[src/rtl/am_modulator_if.sv]
// Stream bundle for am_modulator: audio samples in, signed 8-bit I/Q out.
// master drives audio and iq_ready; slave is the modulator.
interface am_modulator_if;
  logic signed [15:0] audio_in;
  logic               audio_valid;
  logic               audio_ready;
  logic signed [7:0]  i_out;
  logic signed [7:0]  q_out;
  logic               iq_valid;
  logic               iq_ready;

  modport master (
    output audio_in, audio_valid, iq_ready,
    input  audio_ready, i_out, q_out, iq_valid
  );

  modport slave (
    input  audio_in, audio_valid, iq_ready,
    output audio_ready, i_out, q_out, iq_valid
  );
endinterface

[src/rtl/am_modulator.sv]
// AM modulator: one sample in flight, depth multiply, carrier add, saturate to 8 bits,
// optional fs/4 rotation onto I/Q.
module am_modulator #(
  parameter logic        [7:0]  DEPTH   = 8'd128,
  parameter logic signed [15:0] CARRIER = 16'sd8192,
  parameter bit                 ROTATE  = 1'b1
) (
  input logic            clk,
  input logic            rst_n,
  am_modulator_if.slave  bus
);

  typedef enum logic [2:0] {StIdle, StMul, StAcc, StRot, StHold} state_e;

  state_e             r_state, w_state_next;
  logic signed [15:0] r_sample;
  logic signed [24:0] r_product;
  logic signed [7:0]  r_env;
  logic        [1:0]  r_ph;
  logic signed [7:0]  r_i, r_q;
  logic               r_iq_valid;

  logic signed [24:0] w_product;
  logic signed [16:0] w_shifted;
  logic signed [16:0] w_env;
  logic signed [15:0] w_env_sat;
  logic signed [7:0]  w_a;
  logic signed [7:0]  w_neg_a;
  logic               w_idle, w_accept, w_load, w_done;

  // DEPTH gets a zero sign bit so the multiply stays signed x unsigned.
  assign w_product = r_sample * $signed({1'b0, DEPTH});
  // Dropping the low 8 bits is an arithmetic shift toward -inf.
  assign w_shifted = r_product[24:8];
  assign w_env     = w_shifted + $signed({CARRIER[15], CARRIER});

  always_comb begin
    if (w_env > 17'sd32767)       w_env_sat = 16'sh7fff;
    else if (w_env < -17'sd32768) w_env_sat = 16'sh8000;
    else                          w_env_sat = w_env[15:0];
  end

  assign w_a     = w_env_sat[15:8];
  assign w_neg_a = (r_env == 8'sh80) ? 8'sh7f : -r_env;

  // State register
  always_ff @(posedge clk or negedge rst_n) begin
    if (!rst_n) r_state <= StIdle;
    else        r_state <= w_state_next;
  end

  // Next-state logic
  always_comb begin
    w_state_next = r_state;
    unique case (r_state)
      StIdle:  if (bus.audio_valid) w_state_next = StMul;
      StMul:   w_state_next = StAcc;
      StAcc:   w_state_next = StRot;
      StRot:   w_state_next = StHold;
      StHold:  if (r_iq_valid && bus.iq_ready) w_state_next = StIdle;
      default: w_state_next = StIdle;
    endcase
  end

  // State-decoded controls
  always_comb begin
    w_idle   = (r_state == StIdle);
    w_accept = w_idle && bus.audio_valid;
    w_load   = (r_state == StRot);
    w_done   = (r_state == StHold) && r_iq_valid && bus.iq_ready;
  end

  always_ff @(posedge clk or negedge rst_n) begin
    if (!rst_n) begin
      r_sample   <= '0;
      r_product  <= '0;
      r_env      <= '0;
      r_ph       <= '0;
      r_i        <= '0;
      r_q        <= '0;
      r_iq_valid <= 1'b0;
    end else begin
      if (w_accept)           r_sample  <= bus.audio_in;
      if (r_state == StMul)   r_product <= w_product;
      if (r_state == StAcc)   r_env     <= w_a;
      if (w_load) begin
        case (r_ph)
          2'd0: begin r_i <= r_env;   r_q <= '0;      end
          2'd1: begin r_i <= '0;      r_q <= r_env;   end
          2'd2: begin r_i <= w_neg_a; r_q <= '0;      end
          default: begin r_i <= '0;   r_q <= w_neg_a; end
        endcase
        r_iq_valid <= 1'b1;
        if (ROTATE) r_ph <= r_ph + 2'd1;
      end else if (w_done) begin
        r_iq_valid <= 1'b0;
      end
    end
  end

  assign bus.audio_ready = w_idle && rst_n;
  assign bus.i_out       = r_i;
  assign bus.q_out       = r_q;
  assign bus.iq_valid    = r_iq_valid;

endmodule

[src/flat_wrapper.sv]
// flat-port wrapper written by rule: the top's interface ports become plain ports
module am_modulator_flat 
#(
  parameter logic        [7:0]  DEPTH   = 8'd128,
  parameter logic signed [15:0] CARRIER = 16'sd8192,
  parameter bit                 ROTATE  = 1'b1
)
  (clk, rst_n, bus_audio_in, bus_audio_valid, bus_iq_ready, bus_audio_ready, bus_i_out, bus_q_out, bus_iq_valid);
  am_modulator_if bus_i ();
  input logic clk;
  input logic rst_n;
  input wire logic [$bits(bus_i.audio_in)-1:0] bus_audio_in;
  input wire logic [$bits(bus_i.audio_valid)-1:0] bus_audio_valid;
  input wire logic [$bits(bus_i.iq_ready)-1:0] bus_iq_ready;
  output wire logic [$bits(bus_i.audio_ready)-1:0] bus_audio_ready;
  output wire logic [$bits(bus_i.i_out)-1:0] bus_i_out;
  output wire logic [$bits(bus_i.q_out)-1:0] bus_q_out;
  output wire logic [$bits(bus_i.iq_valid)-1:0] bus_iq_valid;
  assign bus_i.audio_in = bus_audio_in;
  assign bus_i.audio_valid = bus_audio_valid;
  assign bus_i.iq_ready = bus_iq_ready;
  assign bus_audio_ready = bus_i.audio_ready;
  assign bus_i_out = bus_i.i_out;
  assign bus_q_out = bus_i.q_out;
  assign bus_iq_valid = bus_i.iq_valid;
  am_modulator #(.DEPTH(DEPTH), .CARRIER(CARRIER), .ROTATE(ROTATE)) u_core (.clk(clk), .rst_n(rst_n), .bus(bus_i));
endmodule
[config.mk]
export PLATFORM = sky130hd
export DESIGN_NAME = am_modulator_flat
export DESIGN_NICKNAME = d
export VERILOG_FILES = /design/src/rtl/am_modulator_if.sv /design/src/rtl/am_modulator.sv /design/src/flat_wrapper.sv
export SDC_FILE = /design/constraint.sdc
export NUM_CORES = 1
export LEC_CHECK = 0
export ABC_CLOCK_PERIOD_IN_PS = 5200
export CAP_MARGIN = 20
export CORE_MARGIN = 2
export CORE_UTILIZATION = 54
export CTS_CLUSTER_SIZE = 16
export DETAILED_ROUTE_END_ITERATION = 7
export PLACE_DENSITY = 0.81
export SLEW_MARGIN = 10
export SYNTH_ARGS = -nofsm -noshare
export SYNTH_HDL_FRONTEND = slang
export SYNTH_SLANG_ARGS = --single-unit
[constraint.sdc]
create_clock -name clk -period 5.2 [get_ports clk]
set_input_delay 1.04 -clock clk [delete_from_list [all_inputs] [get_ports clk]]
set_output_delay 1.04 -clock clk [all_outputs]
set_load 0.1 [all_outputs]
==> summary.txt <==
CTS
  – CTS clk-pin slew, worst paths: 80 ps
  – Hold_buf cts: 0
  – Clock Path Buffers: 2
  – Post-CTS Resized: 0
  – H-tree depth: 2
  – Post-CTS setup buffer count: 0
  – CTS root buffer: clkbuf_8
  – TritonCTS clock tree: built
  – Worst-skew pair later-pin latency: 290 ps
  – Total CTS buffers: 5
  – Clk sink count: between 40 and 50

Global route
  – Vias in the first global route: approximately 1,400
  – Largest net degree at the start of global routing: between 40 and 50
  – Gr usage total: 0.190
  – Initial antenna violation count: 0
  – First-pass GRT wire length: between 6 and 7 mm
  – Total congestion overflow: 0

Synth
  – Synth Register Bits: 44
  – Syn Inst Count: 200
  – Top FF cell, synth: dfrtp_1
  – Synth warn: 0
  – EDFF count, synth: 0
  – Area fraction in and, or, nand and nor cells after synthesis: 0.147
  – Mux cell area share after synthesis: 0.0967
  – Syn_nets: around 230
  – Sequential share of the synthesized area: 0.529
  – Post-synthesis adder-cell area fraction: 0.0420
  – Synth Area in XOR/XNOR: 0.00420
  – Post-synthesis async set-or-reset flop share: 1.00
  – Post-synthesis cell type count: 37
  – Synth Area in Compound Gates: 0.144
  – Combinational family with the most area after synthesis: simple AND/OR/NAND/NOR gates
  – Mean Syn Cell Area: between 10 and 15 um^2
  – Synthesized area: 2080 um^2

Placed design
  – IO Port Bufs: 28
  – Post-DP HPWL: ~2.5 mm
  – Final Wtd Congestion: slightly above 0.8

Critical path
  – Worst setup path start: rst_n
  – Startpoint type of the worst setup path: primary input
  – Crit path to: bus_audio_ready
  – Register-to-Register Path Depth: 6
  – R2r setup slk: approximately 3400 ps
  – Critical path peak fanout: 45
  – CP Data Arrival Time: just over 2000 ps
  – Kind of critical path: in2out
  – Reg2reg start: u_core.r_env[0]$_DFFE_PN0P_
  – Worst R2R End: u_core.bus.q_out[4]$_DFFE_PN0P_
  – CP required: around 4200 ps
  – Critical Path Sink Type: primary output

STA
  – F_max: about 0.32 GHz
  – Slew Viols, Final: 0
  – Relative slew slack: 0.351
  – RSZ-0062 raised after global routing: false
  – Final setup violation count: 0
  – Period utilization: 0.597
  – Worst Tran Pin Value: between 900 and 1000 ps
  – Final worst path period need: 3100 ps
  – Worst clock skew: between 4 and 5 ps
  – Hold violation count in the final report: 0
  – TNS Setup: 0 ps

Route
  – WL/cell: ~13 um
  – WL final: between 3 and 4 mm
  – Routed vias/inst: ~5.6
  – Initial DRC count: 72
  – Remaining antenna violation count: 0
  – Vias: approximately 1,500
  – DRT Pass-1 Iters: 5
  – # DRC: 0

Min path
  – Hold Crit Class: reg2reg

Floorplan
  – Core footprint: roughly 3700 um^2
  – DIE AREA: 4370 um^2
  – Die height: around 66 um
  – Std cell rows: 22
  – I/O Pins: 38
  – Die Wd: roughly 66 um
  – Initial core utilization: 0.565

Run status
  – Status: complete, no violations

Finish
  – Fillers: 328
  – Fin nets: around 250
  – Antenna Cells: 0
  – Commonest non-fill, non-tap cell in the layout: dfrtp_1
  – Most frequent cells in the layout: 44 x dfrtp_1, 26 x clkdlybuf4s50_1, 22 x a21oi_1, 20 x o21ai_0, 18 x nand2_1
  – Share of cells above drive strength 1: 0.149
  – Synth-to-Final Area Change: 19.2%

Flow run
  – Maxcap violations: 0
## state kept, by name, indices dropped and copies added, names as in the netlist
register,flops
u_core.bus.i_out,8
u_core.bus.q_out,8
u_core.r_env,8
u_core.r_product,7
u_core.r_sample,7
u_core.r_state,3
u_core.r_ph,2
u_core.bus.iq_valid,1
## kinds of logic (layout without fill, tap and decap cells)
group | Yosys count | count (layout)
xor+xnor | 1 | 1
buf+inv | 18 | 46
flops | 44 | 44
simple gates | 59 | 59
compound gates | 53 | 53
fa+ha+maj | 7 | 7
mux | 18 | 18
## final cells by class
cell class / instances / area [um^2] / area share
Sequential cell: 44 / 1100 / 0.444
Multi-Input combinational cell: 138 / 905 / 0.364
Timing Repair Buffer: 31 / 293 / 0.118
Clock inverter: 2 / 15.0 / 0.00605
Tap cell: 48 / 60.1 / 0.0242
Clock buffer: 6 / 82.6 / 0.0333
Inverter: 7 / 26.3 / 0.0106
## Yosys cell counts, drive strengths merged, types with 3 or more instances
cell type / instances / area [um^2]
buf: 5 / 27.5
o21ai: 20 / 100
ha: 7 / 87.6
mux2: 17 / 191
clkbuf: 6 / 23.8
nor3: 5 / 30.0
inv: 7 / 26.3
nor2: 15 / 56.3
a21oi: 22 / 110
and3: 3 / 18.8
dfrtp: 44 / 1100
nand2: 18 / 67.6
nor3b: 3 / 22.5
a32oi: 4 / 35.0
## worst min-delay path by stage
stage | startpoint | endpoint | slack, ps | cells after the start
finish | u_core.bus.q_out[6]$_DFFE_PN0P_ | u_core.bus.q_out[6]$_DFFE_PN0P_ | 480 | 2
global placement | u_core.r_sample[15]$_DFFE_PN0P_ | u_core.r_product[22]$_DFFE_PN0N_ | 460 | 2
detailed placement | u_core.bus.q_out[6]$_DFFE_PN0P_ | u_core.bus.q_out[6]$_DFFE_PN0P_ | 470 | 2
floorplan | u_core.r_product[16]$_DFFE_PN0N_ | u_core.r_env[0]$_DFFE_PN0P_ | 450 | 2
global route | u_core.bus.i_out[0]$_DFFE_PN0P_ | u_core.bus.i_out[0]$_DFFE_PN0P_ | 510 | 2
CTS | u_core.bus.q_out[6]$_DFFE_PN0P_ | u_core.bus.q_out[6]$_DFFE_PN0P_ | 490 | 2
## critical path, stage by stage
cell and delay, ps:
buf_2 80, buf_4 450, and2_1 200, buf_4 280
## layer usage
metal,vias up,global-route usage,part of all wire
met5,-,0,0
met4,0,0.0816,0.013
met3,5,0.0460,0.050
met2,45,0.324,0.51
met1,730,0.229,0.43
li1,757,-,-
## per-stage QoR
step / instance area [um^2] / utilization / hold slack [ps] / setup WS (ps) / instances
after detailed placement: 2380 / 0.645 / 469 / 2060 / 267
after global routing: 2480 / 0.673 / 511 / 1950 / 276
after global placement: 2380 / 0.645 / 459 / 2070 / 267
after floorplan: 2080 / - / 446 / 2390 / 200
after CTS: 2480 / 0.672 / 487 / 2050 / 275
final: 2480 / 0.673 / 479 / 2100 / 276
Power is left out: the tool's default activity adds up to more than one toggle a clock period on the data nets, which glitch-free logic cannot reach.
